File: src/rtl/router_reg.sv
// router_reg: datapath register stage of the 1x3 router.
// Stages bytes to the output FIFO and tracks packet parity.
module router_reg #(
  parameter int DATA_WIDTH = 8
) (
  input  logic                  clock,
  input  logic                  resetn,
  input  logic                  pkt_valid,
  input  logic [DATA_WIDTH-1:0] data_in,
  input  logic                  fifo_full,
  input  logic                  detect_add,
  input  logic                  lfd_state,
  input  logic                  ld_state,
  input  logic                  laf_state,
  input  logic                  full_state,
  input  logic                  rst_int_reg,
  output logic [DATA_WIDTH-1:0] dout,
  output logic                  parity_done,
  output logic                  low_pkt_valid,
  output logic                  err
);

  logic [DATA_WIDTH-1:0] hdr;
  logic [DATA_WIDTH-1:0] full_byte;
  logic [DATA_WIDTH-1:0] int_par;
  logic [DATA_WIDTH-1:0] pkt_par;

  logic hdr_ok;
  logic par_byte;
  logic pd_set;

  assign hdr_ok   = detect_add & pkt_valid & (data_in[1:0] != 2'b11);
  assign par_byte = ld_state & ~pkt_valid;
  assign pd_set   = (par_byte & ~fifo_full)
                  | (laf_state & low_pkt_valid & ~parity_done);

  // Latch the header byte when it carries a usable address
  always_ff @(posedge clock or negedge resetn) begin
    if (!resetn) begin
      hdr <= '0;
    end else if (hdr_ok) begin
      hdr <= data_in;
    end
  end

  // Stage bytes to the FIFO; park a byte that meets a full FIFO
  always_ff @(posedge clock or negedge resetn) begin
    if (!resetn) begin
      dout      <= '0;
      full_byte <= '0;
    end else if (lfd_state) begin
      dout <= hdr;
    end else if (ld_state && !fifo_full) begin
      dout <= data_in;
    end else if (ld_state) begin
      full_byte <= data_in;
    end else if (laf_state) begin
      dout <= full_byte;
    end else if (full_state) begin
      dout <= dout;
    end
  end

  // Running XOR over header and payload; parity byte never folded
  always_ff @(posedge clock or negedge resetn) begin
    if (!resetn) begin
      int_par <= '0;
    end else if (detect_add) begin
      int_par <= '0;
    end else if (lfd_state) begin
      int_par <= int_par ^ hdr;
    end else if (ld_state && pkt_valid) begin
      int_par <= int_par ^ data_in;
    end
  end

  // Capture the trailing parity byte, full or not
  always_ff @(posedge clock or negedge resetn) begin
    if (!resetn) begin
      pkt_par <= '0;
    end else if (par_byte) begin
      pkt_par <= data_in;
    end
  end

  // Flag the end of the source packet to the FSM
  always_ff @(posedge clock or negedge resetn) begin
    if (!resetn) begin
      low_pkt_valid <= 1'b0;
    end else if (par_byte) begin
      low_pkt_valid <= 1'b1;
    end else if (rst_int_reg) begin
      low_pkt_valid <= 1'b0;
    end
  end

  // Parity byte has reached the FIFO
  always_ff @(posedge clock or negedge resetn) begin
    if (!resetn) begin
      parity_done <= 1'b0;
    end else if (pd_set) begin
      parity_done <= 1'b1;
    end else if (detect_add) begin
      parity_done <= 1'b0;
    end
  end

  // Compare computed and received parity at packet check
  always_ff @(posedge clock or negedge resetn) begin
    if (!resetn) begin
      err <= 1'b0;
    end else if (rst_int_reg) begin
      err <= (int_par != pkt_par);
    end else if (detect_add) begin
      err <= 1'b0;
    end
  end

endmodule

File: config.mk
export PLATFORM = sky130hd
export DESIGN_NAME = router_reg
export DESIGN_NICKNAME = d
export VERILOG_FILES = /design/src/rtl/router_reg.sv
export SDC_FILE = /design/constraint.sdc
export NUM_CORES = 1
export LEC_CHECK = 0
export BUFFER_PORTS_ARGS = -buffer_cell sky130_fd_sc_hd__buf_2
export CAP_MARGIN = 20
export CORE_ASPECT_RATIO = 1.4
export CORE_MARGIN = 1
export CORE_UTILIZATION = 56
export DETAILED_ROUTE_END_ITERATION = 6
export GPL_ROUTABILITY_DRIVEN = 0
export PLACE_DENSITY = 0.78
export REMOVE_ABC_BUFFERS = 1
export SLEW_MARGIN = 20
export SYNTH_ARGS = -nofsm -noshare
export SYNTH_HDL_FRONTEND = slang
export SYNTH_SLANG_ARGS = --single-unit
File: constraint.sdc
create_clock -name clock -period 1.2 [get_ports clock]
set_input_delay 0 -clock clock [delete_from_list [all_inputs] [get_ports clock]]
set_output_delay 0 -clock clock [all_outputs]
set_load 0.01 [all_outputs]
* Word-level counts from Yosys, hierarchy flattened
Index checks and enable logic that the tools add are counted.
W data, S select, Z words.
** Operators by class
- $add $sub $neg :: 0
- $mul :: 0
- Divide/modulo/power cells :: 0
- Magnitude comparators :: 0
- Eq/ne operators :: 3
- Shift operators :: 0
- Multiplexer cells :: 12
- Bitwise gates (word level) :: 14
- Reductions and logical operators :: 10
** Operators by type and width (number)
- $mux W8 :: 7
- $xor A8 B8 Y8 :: 2
- $ne A8 B8 Y1 :: 1
- $and A1 B1 Y1 :: 6
- $reduce_bool A2 Y1 :: 3
- $reduce_bool A3 Y1 :: 2
- $mux W1 :: 5
- $not A1 Y1 :: 5
- $ne A3 B2 Y1 const B :: 1
- $reduce_and A3 Y1 :: 1
- $logic_and A1 B1 Y1 :: 2
- $ne A2 B2 Y1 const B :: 1
- $reduce_and A2 Y1 :: 1
- $logic_not A1 Y1 :: 1
- $or A1 B1 Y1 :: 1
** Word-level totals
- Register bits :: 43
- Latch bits :: 0
- Bits in writable memories :: 0
- ROM bits :: 0
- Bits of input ports :: 18
- Output and inout bits :: 11
- Memories kept :: 0

* Longest topological paths before layout
- Depth in word-level cells :: 5
- Gate-level depth with buffers :: 6
- Depth with buffers taken out :: 4

* Worst setup path after synthesis
OpenSTA, ideal clock, no wires.
- Kind :: register -> register
- Start :: register int_par[3]
- End :: register err
- Data arrival time :: 0.815 ns
- Path slack :: 0.262 ns
- Stages on the path, launching flop included :: 5
- Path buffers :: 0
- Period minus slack after synthesis :: 0.938 ns
- Cell sequence :: dfrtp_1 > xnor2_1 > nand4_1 > o21ai_0 > nand2_1
** Between the ends
- Word-level cells in the longest chain between the ends :: 2
** RTL lines
- start, declared :: line 25 : logic [DATA_WIDTH-1:0] int_par;
- start signal, assigned :: line 71 : int_par <= int_par ^ hdr;
- start signal, assigned :: line 73 : int_par <= int_par ^ data_in;
- $ne A8 B8 Y1 :: line 113 : err <= (int_par != pkt_par);
- $mux W1 :: line 112 : end else if (rst_int_reg) begin
- end signal, assigned :: line 113
- end, declared :: line 20 : output logic err
No other way between the ends.
A chain may end at the register's enable or synchronous reset.

* Final worst setup path
- Start :: register int_par[0]
- End :: register err
Same word-level chain as after synthesis.

==> run summary <==
The run finished with clean final reports. The number of buffers on the longest clock path came out at 2. The total track usage is 0.239.

The core occupancy in the finished layout is 0.685. Clock tree synthesis found a total of 43 sinks. The fraction of met2 tracks used by global routing is 0.399. STA classifies the critical path endpoint as a flop.

The total placed instance area came out at ~2200 µm². The synthesized netlist cell count is 161. The routed wire length per instance came out at 16.3 µm. The clock share of power came out at 0.244. Once detail routing completed, the nets flagged for antenna violations numbered 0. The setup path with the least slack is of type flop to flop. The met1 track demand over resource came out at 0.290. The largest net degree at the start of global routing is 44.

Setup repair after global routing left no endpoint under its margin. The number of max-cap violations is 0. The startpoint of the worst hold path is data_in[5].

The depth of the CTS H-tree is 2. The post-route clock period utilization came out at 0.897. The first element of the critical path is int_par[0]$_DFFE_PN0P_.

In the synthesized netlist the async set-or-reset flop fraction comes to 1.00. Yosys mapped a number of flops with a built-in enable equal to 0. In this run the core area contains 25 standard-cell rows. The sequential fraction of design power came out at 0.535. The die area came out at around 3900 µm². Data on the critical path is required at its endpoint by 1.37 ns. The number of ports placed on the die boundary came out at 29. The number of setup buffers added after CTS is 0.

The vias per cell came out at 5.47. The number of synthesized register bits is 43. For this block, the via count after detailed routing is roughly 1300.

After filler insertion, the fill cell instance count of the layout stands at between 200 and 300. Among all flip-flop cells after synthesis, the most frequent one is sky130_fd_sc_hd__dfrtp_1. The total power of the final layout came out at roughly 3500 µW. The post-detailed-route DRC marker count came out at 0.

At the pin with the least slew margin, the transition time is about 0.53 ns. The final setup slack of the worst path came out at ~0.12 ns. The worst setup path is launched from a flop. TritonCTS built the clock tree.

Cell internal power was estimated by the tool at 2530 µW. After clock tree synthesis, the clock-pin slew on the worst setup and hold paths is 0.07 ns. The headroom to the max-slew limit came out at 0.647. met2 is the most crowded layer. The share of the Yosys chip area taken by registers is 0.527.

Of the cells placed in the final design, the portion with a size suffix greater than 1 is 0.390. The total count of hold-check failures in the final report came out at 0. The placeable core region is 3440 µm². The length of the first detailed-routing pass in iterations is 4. The total congestion overflow after global routing came out at 0. Before CTS, the worst setup slack after placement is between 0.04 and 0.05 ns. The number of clock buffers added by TritonCTS is 5.

The number of antenna diodes in the final layout is 0. The area of combinational cells with multiple inputs is a little over 900 µm². The cell leakage power is roughly 0.0011 µW. In this run the worst hold path is classified as input port to flop. At the end of the flow, the number of nets in the layout was 217. The buffer cell driving the clock tree root is sky130_fd_sc_hd__clkbuf_8. Registers take 1080 µm².

The first global-routing pass estimated between 6 and 7 mm of wire. The power dissipated by switching net loads came out at 986 µW. The detailed router's first-iteration violation count came out at 17.

Of the total power, the share spent switching nets is 0.281. Of the total power, combinational logic draws 0.221. The initial antenna violation count came to 0. The final-report setup violation count is 0. The clock period could shrink to between 1 and 1.5 ns. The average instance in the mapped netlist occupies between 10 and 15 µm². The Yosys step of the flow raised 0 warnings. The clock latency of the later-clocked register in the worst-skew pair is between 0.2 and 0.3 ns. The worst voltage drop across the vdd grid came out at 1.35 mV. The via count of the first global-routing pass came out at around 1400. The power per cell area came out at around 1500 nW/µm². The synthesized netlist contains 26 unique library cells. The floorplan die width is 53.0 µm. The aggregate negative setup slack came out at 0 ns. During placement, the flow inserted port buffers numbering 27. The highest clock rate is slightly above 900 MHz. The final cell area excluding filler cells is approximately 2400 µm².

For met3 alone, demand over resource in global routing was 0.0559. The number of max-slew violations in the final report is 0. The initial core utilization is 0.593.

For this block, the routed nets add up to about 4 mm of wire. The largest fanout of any net on the critical path is 2. The synthesis-to-finish area growth is 15.4%.

The height of the chip is 73.5 µm. The cell area after synthesis came out at ~2000 µm². The critical path arrival is 1.25 ns. On the final layout, the worst clock skew is between 0.004 and 0.005 ns. The total half-perimeter wirelength after legalization and detailed placement came out at slightly below 3 mm. The launch instance of the worst register-to-register path is int_par[0]$_DFFE_PN0P_.
==> power groups by stage <==
stage,logic (µW),registers (µW),clock network [µW]
after floorplan,470,1900,0
after global placement,743,1890,0
after detailed placement,778,1910,0
after CTS,791,1880,891
after global routing,860,1910,952
final,777,1880,857
==> metal layers <==
| metal | vias to the layer above | share of wire |
|---|---|---|
| met5 | - | 0 |
| met4 | 0 | 0.026 |
| met3 | 10 | 0.034 |
| met2 | 35 | 0.52 |
| met1 | 633 | 0.42 |
| li1 | 634 | - |
==> state kept, by name, indices dropped and copies added, names as in the netlist <==
name / cells
int_par: 8
full_byte: 8
parity_done: 1
err: 1
pkt_par: 8
dout: 8
low_pkt_valid: 1
hdr: 8
==> path summary, 6_finish.rpt <==
path / endpoint / slack (ns) / cells past startpoint
max in group asynchronous: pkt_par[0]$_DFFE_PN0P_ / 0.53 / 3
min reg2reg: err$_DFFE_PN0P_ / 0.48 / 2
max: err$_DFFE_PN0P_ / 0.12 / 4
min in group asynchronous: dout[0]$_DFFE_PN0P_ / 0.30 / 3
max reg2reg: err$_DFFE_PN0P_ / 0.12 / 4
min: pkt_par[5]$_DFFE_PN0P_ / 0.01 / 2
==> what timing repair did <==
action,CTS,global route
hold buffers,3,0
resized for setup,0,0
endpoints found under the hold margin,46,0
==> cell usage in the layout, fill, tap and decap left out, types with 3 or more instances in the layout <==
cell,instances
sky130_fd_sc_hd__dfrtp_1,43
sky130_fd_sc_hd__buf_2,27
sky130_fd_sc_hd__mux2_2,26
sky130_fd_sc_hd__nor2_1,15
sky130_fd_sc_hd__nand2_1,11
sky130_fd_sc_hd__mux2i_1,8
sky130_fd_sc_hd__a22oi_2,8
sky130_fd_sc_hd__xor2_1,8
sky130_fd_sc_hd__xnor2_1,8
sky130_fd_sc_hd__o21ai_0,7
sky130_fd_sc_hd__buf_4,6
sky130_fd_sc_hd__clkbuf_8,5
sky130_fd_sc_hd__mux2_1,4
sky130_fd_sc_hd__o21ai_1,3
sky130_fd_sc_hd__dlygate4sd3_1,3
==> cell usage after synthesis, drive strengths merged (2+ instances only) <==
| master | count | area, µm² |
|---|---|---|
| xor2 | 8 | 70.1 |
| xnor2 | 8 | 70.1 |
| nand2 | 11 | 41.3 |
| nor2 | 15 | 56.3 |
| dfrtp | 43 | 1080 |
| mux2 | 30 | 338 |
| mux2i | 8 | 80.1 |
| buf | 5 | 42.5 |
| a22oi | 8 | 100 |
| o21ai | 11 | 58.8 |
| nor2b | 2 | 20.0 |
| a21o | 2 | 15.0 |
| nand2b | 2 | 12.5 |
| nand4 | 2 | 12.5 |
==> critical path, stage by stage, from the launching register on <==
cell and delay, ns:
sky130_fd_sc_hd__dfrtp_1 0.40, sky130_fd_sc_hd__xnor2_1 0.21, sky130_fd_sc_hd__nand4_1 0.11, sky130_fd_sc_hd__o21ai_0 0.18
sky130_fd_sc_hd__nand2_1 0.06
==> stage by stage <==
step	hold WS, ns	cells
floorplan	-0.296	155
global placement	0.0838	229
detailed placement	0.0964	229
CTS	0.00120	240
global route	0.0160	240
finish	0.0102	240
==> layout make-up <==
class                           count  share of cell area
Multi-Input combinational cell    111               0.389
Sequential cell                    43               0.456
Timing Repair Buffer               37              0.0977
Tap cell                           40              0.0212
Clock inverter                      1             0.00212
Inverter                            1             0.00159
Clock buffer                        7              0.0324
==> cells by family after synthesis <==
group / synth area share
DFF: 0.527
muxes: 0.205
and+or+nand+nor: 0.0876
AOI/OAI and AO/OA: 0.0876
xor gates and xnor gates: 0.0686
buffers and inverters: 0.0245
Note: power is estimated with default switching activity, not from simulation.
